## src/rtl/led_fade_pkg.sv

```systemverilog
// Shared definitions for the LED fade driver: channel ramp-state encoding and the gamma duty helper.
// The gamma helper is only used when LED_FADE_GAMMA_EN is defined.
package led_fade_pkg;

   typedef enum logic [1:0] {
      ST_OFF  = 2'd0,
      ST_RISE = 2'd1,
      ST_ON   = 2'd2,
      ST_FALL = 2'd3
   } fade_state_e;

   // Perceptual duty: square of the level, keeping the upper half of the product.
   function automatic logic [15:0] gamma_duty(input logic [15:0] lvl, input int unsigned bits);
      logic [31:0] sq;
      logic [31:0] sh;
      sq = {16'd0, lvl} * {16'd0, lvl};
      sh = sq >> bits;
      return sh[15:0];
   endfunction

endpackage

```

## src/rtl/led_fade_channel.sv

```systemverilog
// One LED channel: ramp FSM, brightness level register and registered PWM compare.
// LED_FADE_GAMMA_EN selects the squared (perceptual) duty instead of the linear one.
module led_fade_channel
   import led_fade_pkg::*;
#(
   parameter int unsigned PWM_BITS = 8
) (
   input  logic                i_Clk,
   input  logic                i_Rst_L,
   input  logic                req,
   input  logic                tick,
   input  logic                bypass,
   input  logic [PWM_BITS-1:0] pwm_cnt,
   output logic                led,
   output logic                settled
);

   localparam logic [PWM_BITS-1:0] LMAX    = '1;
   localparam logic [PWM_BITS-1:0] ONE     = PWM_BITS'(1);
   localparam logic [PWM_BITS-1:0] LMAX_M1 = LMAX - ONE;

   fade_state_e         state;
   logic [PWM_BITS-1:0] level;
   logic [PWM_BITS-1:0] duty;

`ifdef LED_FADE_GAMMA_EN
   always_comb duty = PWM_BITS'(gamma_duty(16'(level), PWM_BITS));
`else
   always_comb duty = level;
`endif

   assign settled = (state == ST_OFF) || (state == ST_ON);

   // A request change flips direction first, so a coincident tick already steps the new way.
   always_ff @(posedge i_Clk) begin
      if (!i_Rst_L) begin
         state <= ST_OFF;
         level <= '0;
         led   <= 1'b0;
      end else begin
         led <= (level == LMAX) | (duty > pwm_cnt);
         if (bypass) begin
            level <= req ? LMAX : '0;
            state <= req ? ST_ON : ST_OFF;
         end else begin
            case (state)
               ST_OFF: begin
                  if (req) begin
                     state <= ST_RISE;
                     if (tick) level <= level + ONE;
                  end
               end
               ST_RISE: begin
                  if (!req) begin
                     if (level == '0) begin
                        state <= ST_OFF;
                     end else begin
                        if (tick) level <= level - ONE;
                        state <= (tick && level == ONE) ? ST_OFF : ST_FALL;
                     end
                  end else if (tick) begin
                     level <= level + ONE;
                     if (level == LMAX_M1) state <= ST_ON;
                  end
               end
               ST_ON: begin
                  if (!req) begin
                     state <= ST_FALL;
                     if (tick) level <= level - ONE;
                  end
               end
               ST_FALL: begin
                  if (req) begin
                     if (level == LMAX) begin
                        state <= ST_ON;
                     end else begin
                        if (tick) level <= level + ONE;
                        state <= (tick && level == LMAX_M1) ? ST_ON : ST_RISE;
                     end
                  end else if (tick) begin
                     level <= level - ONE;
                     if (level == ONE) state <= ST_OFF;
                  end
               end
               default: state <= ST_OFF;
            endcase
         end
      end
   end

endmodule

```

## src/rtl/led_fade_driver.sv

```systemverilog
// LED output stage: shared PWM counter and fade prescaler driving one ramp channel per LED.
// Define LED_FADE_GAMMA_EN for a perceptual (squared) brightness curve; default is linear.
module led_fade_driver
   import led_fade_pkg::*;
#(
   parameter int unsigned NUM_LEDS = 4,
   parameter int unsigned PWM_BITS = 8,
   parameter int unsigned STEP_DIV = 24414
) (
   input  logic                i_Clk,
   input  logic                i_Rst_L,
   input  logic [NUM_LEDS-1:0] i_Req,
   input  logic                i_Bypass,
   output logic [NUM_LEDS-1:0] o_LED,
   output logic                o_Settled
);

   localparam int unsigned PS_W = (STEP_DIV > 1) ? $clog2(STEP_DIV) : 1;

   logic [PWM_BITS-1:0] pwm_cnt;
   logic [PS_W-1:0]     presc;
   logic                tick;
   logic [NUM_LEDS-1:0] led_vec;
   logic [NUM_LEDS-1:0] ch_settled;

   assign tick = (presc == PS_W'(STEP_DIV - 1));

   always_ff @(posedge i_Clk) begin
      if (!i_Rst_L) begin
         pwm_cnt <= '0;
         presc   <= '0;
      end else begin
         pwm_cnt <= pwm_cnt + 1'b1;
         presc   <= tick ? '0 : presc + 1'b1;
      end
   end

   for (genvar n = 0; n < NUM_LEDS; n++) begin : g_ch
      led_fade_channel #(
         .PWM_BITS (PWM_BITS)
      ) u_ch (
         .i_Clk   (i_Clk),
         .i_Rst_L (i_Rst_L),
         .req     (i_Req[n]),
         .tick    (tick),
         .bypass  (i_Bypass),
         .pwm_cnt (pwm_cnt),
         .led     (led_vec[n]),
         .settled (ch_settled[n])
      );
   end

   assign o_LED     = led_vec;
   assign o_Settled = &ch_settled;

endmodule

```

## config.mk

```make
export PLATFORM = sky130hd
export DESIGN_NAME = led_fade_driver
export DESIGN_NICKNAME = d
export VERILOG_FILES = /design/src/rtl/led_fade_pkg.sv /design/src/rtl/led_fade_channel.sv /design/src/rtl/led_fade_driver.sv
export SDC_FILE = /design/constraint.sdc
export NUM_CORES = 1
export LEC_CHECK = 0
export ABC_CLOCK_PERIOD_IN_PS = 3800
export BUFFER_PORTS_ARGS = -buffer_cell sky130_fd_sc_hd__buf_2
export CORE_MARGIN = 2
export CORE_UTILIZATION = 40
export CTS_CLUSTER_DIAMETER = 50
export DETAILED_ROUTE_END_ITERATION = 10
export PLACE_DENSITY = 0.56
export SLEW_MARGIN = 20
export SYNTH_ARGS = -nofsm -noshare
export SYNTH_HDL_FRONTEND = slang
export SYNTH_HIERARCHICAL = 1
export SYNTH_SLANG_ARGS = --single-unit
```

## constraint.sdc

```tcl
create_clock -name i_Clk -period 3.8 [get_ports i_Clk]
set_input_delay 0.38 -clock i_Clk [delete_from_list [all_inputs] [get_ports i_Clk]]
set_output_delay 0.38 -clock i_Clk [all_outputs]
set_load 0.02 [all_outputs]
```

==> results.yml <==
clock_network:
  clk_pin_slew_ps: 60
  cts_max_level: 3
  cts-root-buf: "clkbuf_16"
  numCtsBuffers: 9
  cts_resized: 0
  postCtsSetupRepairBufs: 0
  cts_hold_buffers: 0
  cts_tree: "yes"
  clock_sinks: 67
  cts_buffer_depth: 2
  clk_latency_ps: 350
synth:
  synth_area_um2: 5680
  synthArstFlopShare: 0
  synth_edf_count: 0
  synth.area.top_cells: "dfxtp_1, ha_1, a21oi_1"
  synth.distinct_cells: 54
  ys.flop_type: "dfxtp_1"
  synth.avg_cell_area_um2: 7.72
  yosys.area.top_type: "dfxtp_1"
  synth_top_cell_area_share: 0.236
  ys_ff_latch: 67
  yosys_warnings: 6
  syn_nets: 798
  yosysSeqAreaShare: 0.236
  netlist_instances: 736
place:
  dp_cells: 895
  gp_congestion: 0.913
  io_buffers: 11
  dpl.hpwl_mm: 10.1
  dpl_worst_slack_ps: 959
  postPlaceCellArea_um2: 5830
routing:
  drt-vias-per-instance: 5.96
  drc_errors: 0
  ant_nets: 0
  vias: 5431
  drt-total-wl_mm: 14.6
  drtIter0Drc: 470
  firstDrtPassIters: 6
  wire_per_inst_um: 16.0
sta:
  timing.fmax_mhz: 346
  period_share: 0.760
  final-hold-violation-count: 0
  drv_slew: 0
  clock-skew-final_ps: 7.27
  tightest_slew_ps: 613
  holdWs_ps: 480
  slew-limit-headroom: 0.591
  setup-violations-final: 0
  setup_tns_ps: 0
  grt_setup_unrepaired: "no"
  layout_min_cycle_time_ps: 2890
  fin_ws_ps: 914
final_layout:
  fill_cells: 1386
  final-seq-area_um2: 1340
  area_growth_pct: 8.24
  instances_no_fill: 911
  drive_gt1_frac: 0.123
  nets: 788
  fin_area_um2: 6150
  diodes: 0
  multiInputGateArea_um2: 3910
pwr:
  clock_power_share: 0.346
  p_switching_mw: 0.915
  ir_worst_vdd_mv: 0.245
  pwr-share-seq: 0.360
  combPwrFrac: 0.294
  power_leakage_nw: 2.26
  switching_share: 0.354
  p_per_area_nw_per_um2: 420
  power.internal_mw: 1.67
floorplanning:
  fp-row-count: 43
  initial_utilization: 0.409
  die_h_um: 123
  die_w_um: 123
  core_area_um2: 13900
  io_pins: 12
  die-area_um2: 15200
grt:
  busiest_layer: "met2"
  grt_max_degree: 70
  grt_use_met2: 0.319
  gr-total-overflow: 0
  groute.layer.met1.usage: 0.264
  grt_pass1_wl_mm: 24.5
  grt_antenna_before_repair: 0
  grt_usage: 0.202
  grt_pass1_vias: 5017
  use_met3: 0.0480
setup_path:
  path_max_fanout: 69
  reg2reg_to: "g_ch[0].u_ch/duty[7]$_SDFFE_PN0P_"
  path_cells: "or4b_1 -> nor4_4 -> buf_12 -> nand4_1 -> nor4_1 -> a22o_1 -> a21oi_1 -> o221a_2"
  required_ps: 4040
  worstReg2RegStart: "presc[5]$_SDFF_PP0_"
  reg2reg_depth: 8
  cp.arrival_ps: 3130
  end_kind: "flop"
  path_class: "reg -> reg"
  r2r_slack_ps: 910
  cp_slowest_cell: "or4b_1"
  crit_path_start_kind: "flop"
  cp_slowest_stage_delay_ps: 580
min_path:
  hp-class: "reg -> reg"
  hp-start: "presc[0]$_SDFF_PP0_"
  hold_depth: 1
  whs_endpoint: "presc[0]$_SDFF_PP0_"
run_status:
  status: "finished, final reports clean"
flow_run:
  maxCapViolations: 0
## power by group through the flow
stage	logic [mW]	clock network, mW	registers, mW
final	0.759	0.893	0.930
after detailed placement	0.749	0	0.941
after global routing	0.857	0.949	0.947
after global placement	0.728	0	0.939
after CTS	0.754	0.917	0.926
after floorplan	0.638	0	0.876
## per-stage QoR
| step | power [mW] | utilization |
|---|---|---|
| global placement | 1.67 | 0.420 |
| finish | 2.58 | 0.443 |
| floorplan | 1.51 | - |
| CTS | 2.60 | 0.443 |
| global route | 2.75 | 0.443 |
| detailed placement | 1.69 | 0.420 |
## cell families (layout without fill, tap and decap cells)
family          after synthesis  after routing  share of synthesized area
simple gates                277            277                      0.276
compound gates              206            206                      0.241
buf+inv                     101             96                     0.0778
flops                        67             67                      0.236
fa+ha+maj                    55             55                      0.121
xor+xnor                     26             26                     0.0401
mux                           4              4                    0.00705
## sequential cells by signal, indices dropped and copies added, names as in the netlist
signal,flops
g_ch.u_ch/duty,32
g_ch.u_ch/led,4
pwm_cnt,8
presc,15
g_ch.u_ch/state,8
## synth_stat cells, drive strengths merged (7+ instances only)
master	count
o21ai	61
nor2	65
dfxtp	67
nor3	31
o31ai	8
inv	60
nor4	24
nand4	32
o221a	12
buf	25
nand3	31
a211oi	8
nand2	37
xor2	7
and2	15
a21oi	53
xnor2	19
a21o	12
clkbuf	16
ha	55
## final cells by class
class	count	share of cell area
Timing Repair Buffer	20	0.0220
Inverter	60	0.0366
Tap cell	180	0.0366
Sequential cell	67	0.218
Clock inverter	3	0.00733
Clock buffer	13	0.0440
Multi-Input combinational cell	568	0.635
## placed cells by master, fill, tap and decap left out, drive strengths merged, types with 5 or more instances in the layout
cell type / instances
nand2: 37
and3: 6
or3: 6
o31ai: 8
and2: 15
dfxtp: 67
nor2b: 6
ha: 55
nor4: 24
nand3: 31
a21oi: 53
or4b: 5
xor2: 7
buf: 20
o221a: 12
inv: 60
nand4: 32
or2: 5
nor3: 31
a21o: 12
nor2: 65
o21ai: 61
xnor2: 19
a211oi: 8
clkbuf: 13
## worst max-delay path: cells and delay by family (launching register included)
| kind | cells | cell delay (ps) |
|---|---|---|
| compound gates | 3 | 620 |
| buf+inv | 1 | 290 |
| flops | 1 | 340 |
| simple gates | 4 | 1460 |
## how the worst max path moves through the flow
| stage | from | slack, ps | cells after the start | endpoint |
|---|---|---|---|---|
| global placement | presc[5]$_SDFF_PP0_ | 1030 | 8 | g_ch[3].u_ch/duty[3]$_SDFFE_PN0P_ |
| CTS | presc[5]$_SDFF_PP0_ | 970 | 8 | g_ch[0].u_ch/duty[3]$_SDFFE_PN0P_ |
| detailed placement | presc[5]$_SDFF_PP0_ | 960 | 8 | g_ch[0].u_ch/duty[3]$_SDFFE_PN0P_ |
| global route | presc[5]$_SDFF_PP0_ | 760 | 8 | g_ch[1].u_ch/duty[3]$_SDFFE_PN0P_ |
| finish | presc[5]$_SDFF_PP0_ | 910 | 8 | g_ch[0].u_ch/duty[7]$_SDFFE_PN0P_ |
| floorplan | presc[5]$_SDFF_PP0_ | 1140 | 8 | g_ch[0].u_ch/duty[3]$_SDFFE_PN0P_ |
## per-layer routing
| metal | vias up | part of all wire | wire length (um) |
|---|---|---|---|
| li1 | 2683 | - | - |
| met1 | 2566 | 0.46 | 6770 |
| met2 | 155 | 0.46 | 6680 |
| met3 | 27 | 0.052 | 760 |
| met4 | 0 | 0.024 | 353 |
| met5 | - | 0 | 0 |
(Power assumes the default switching activity.)
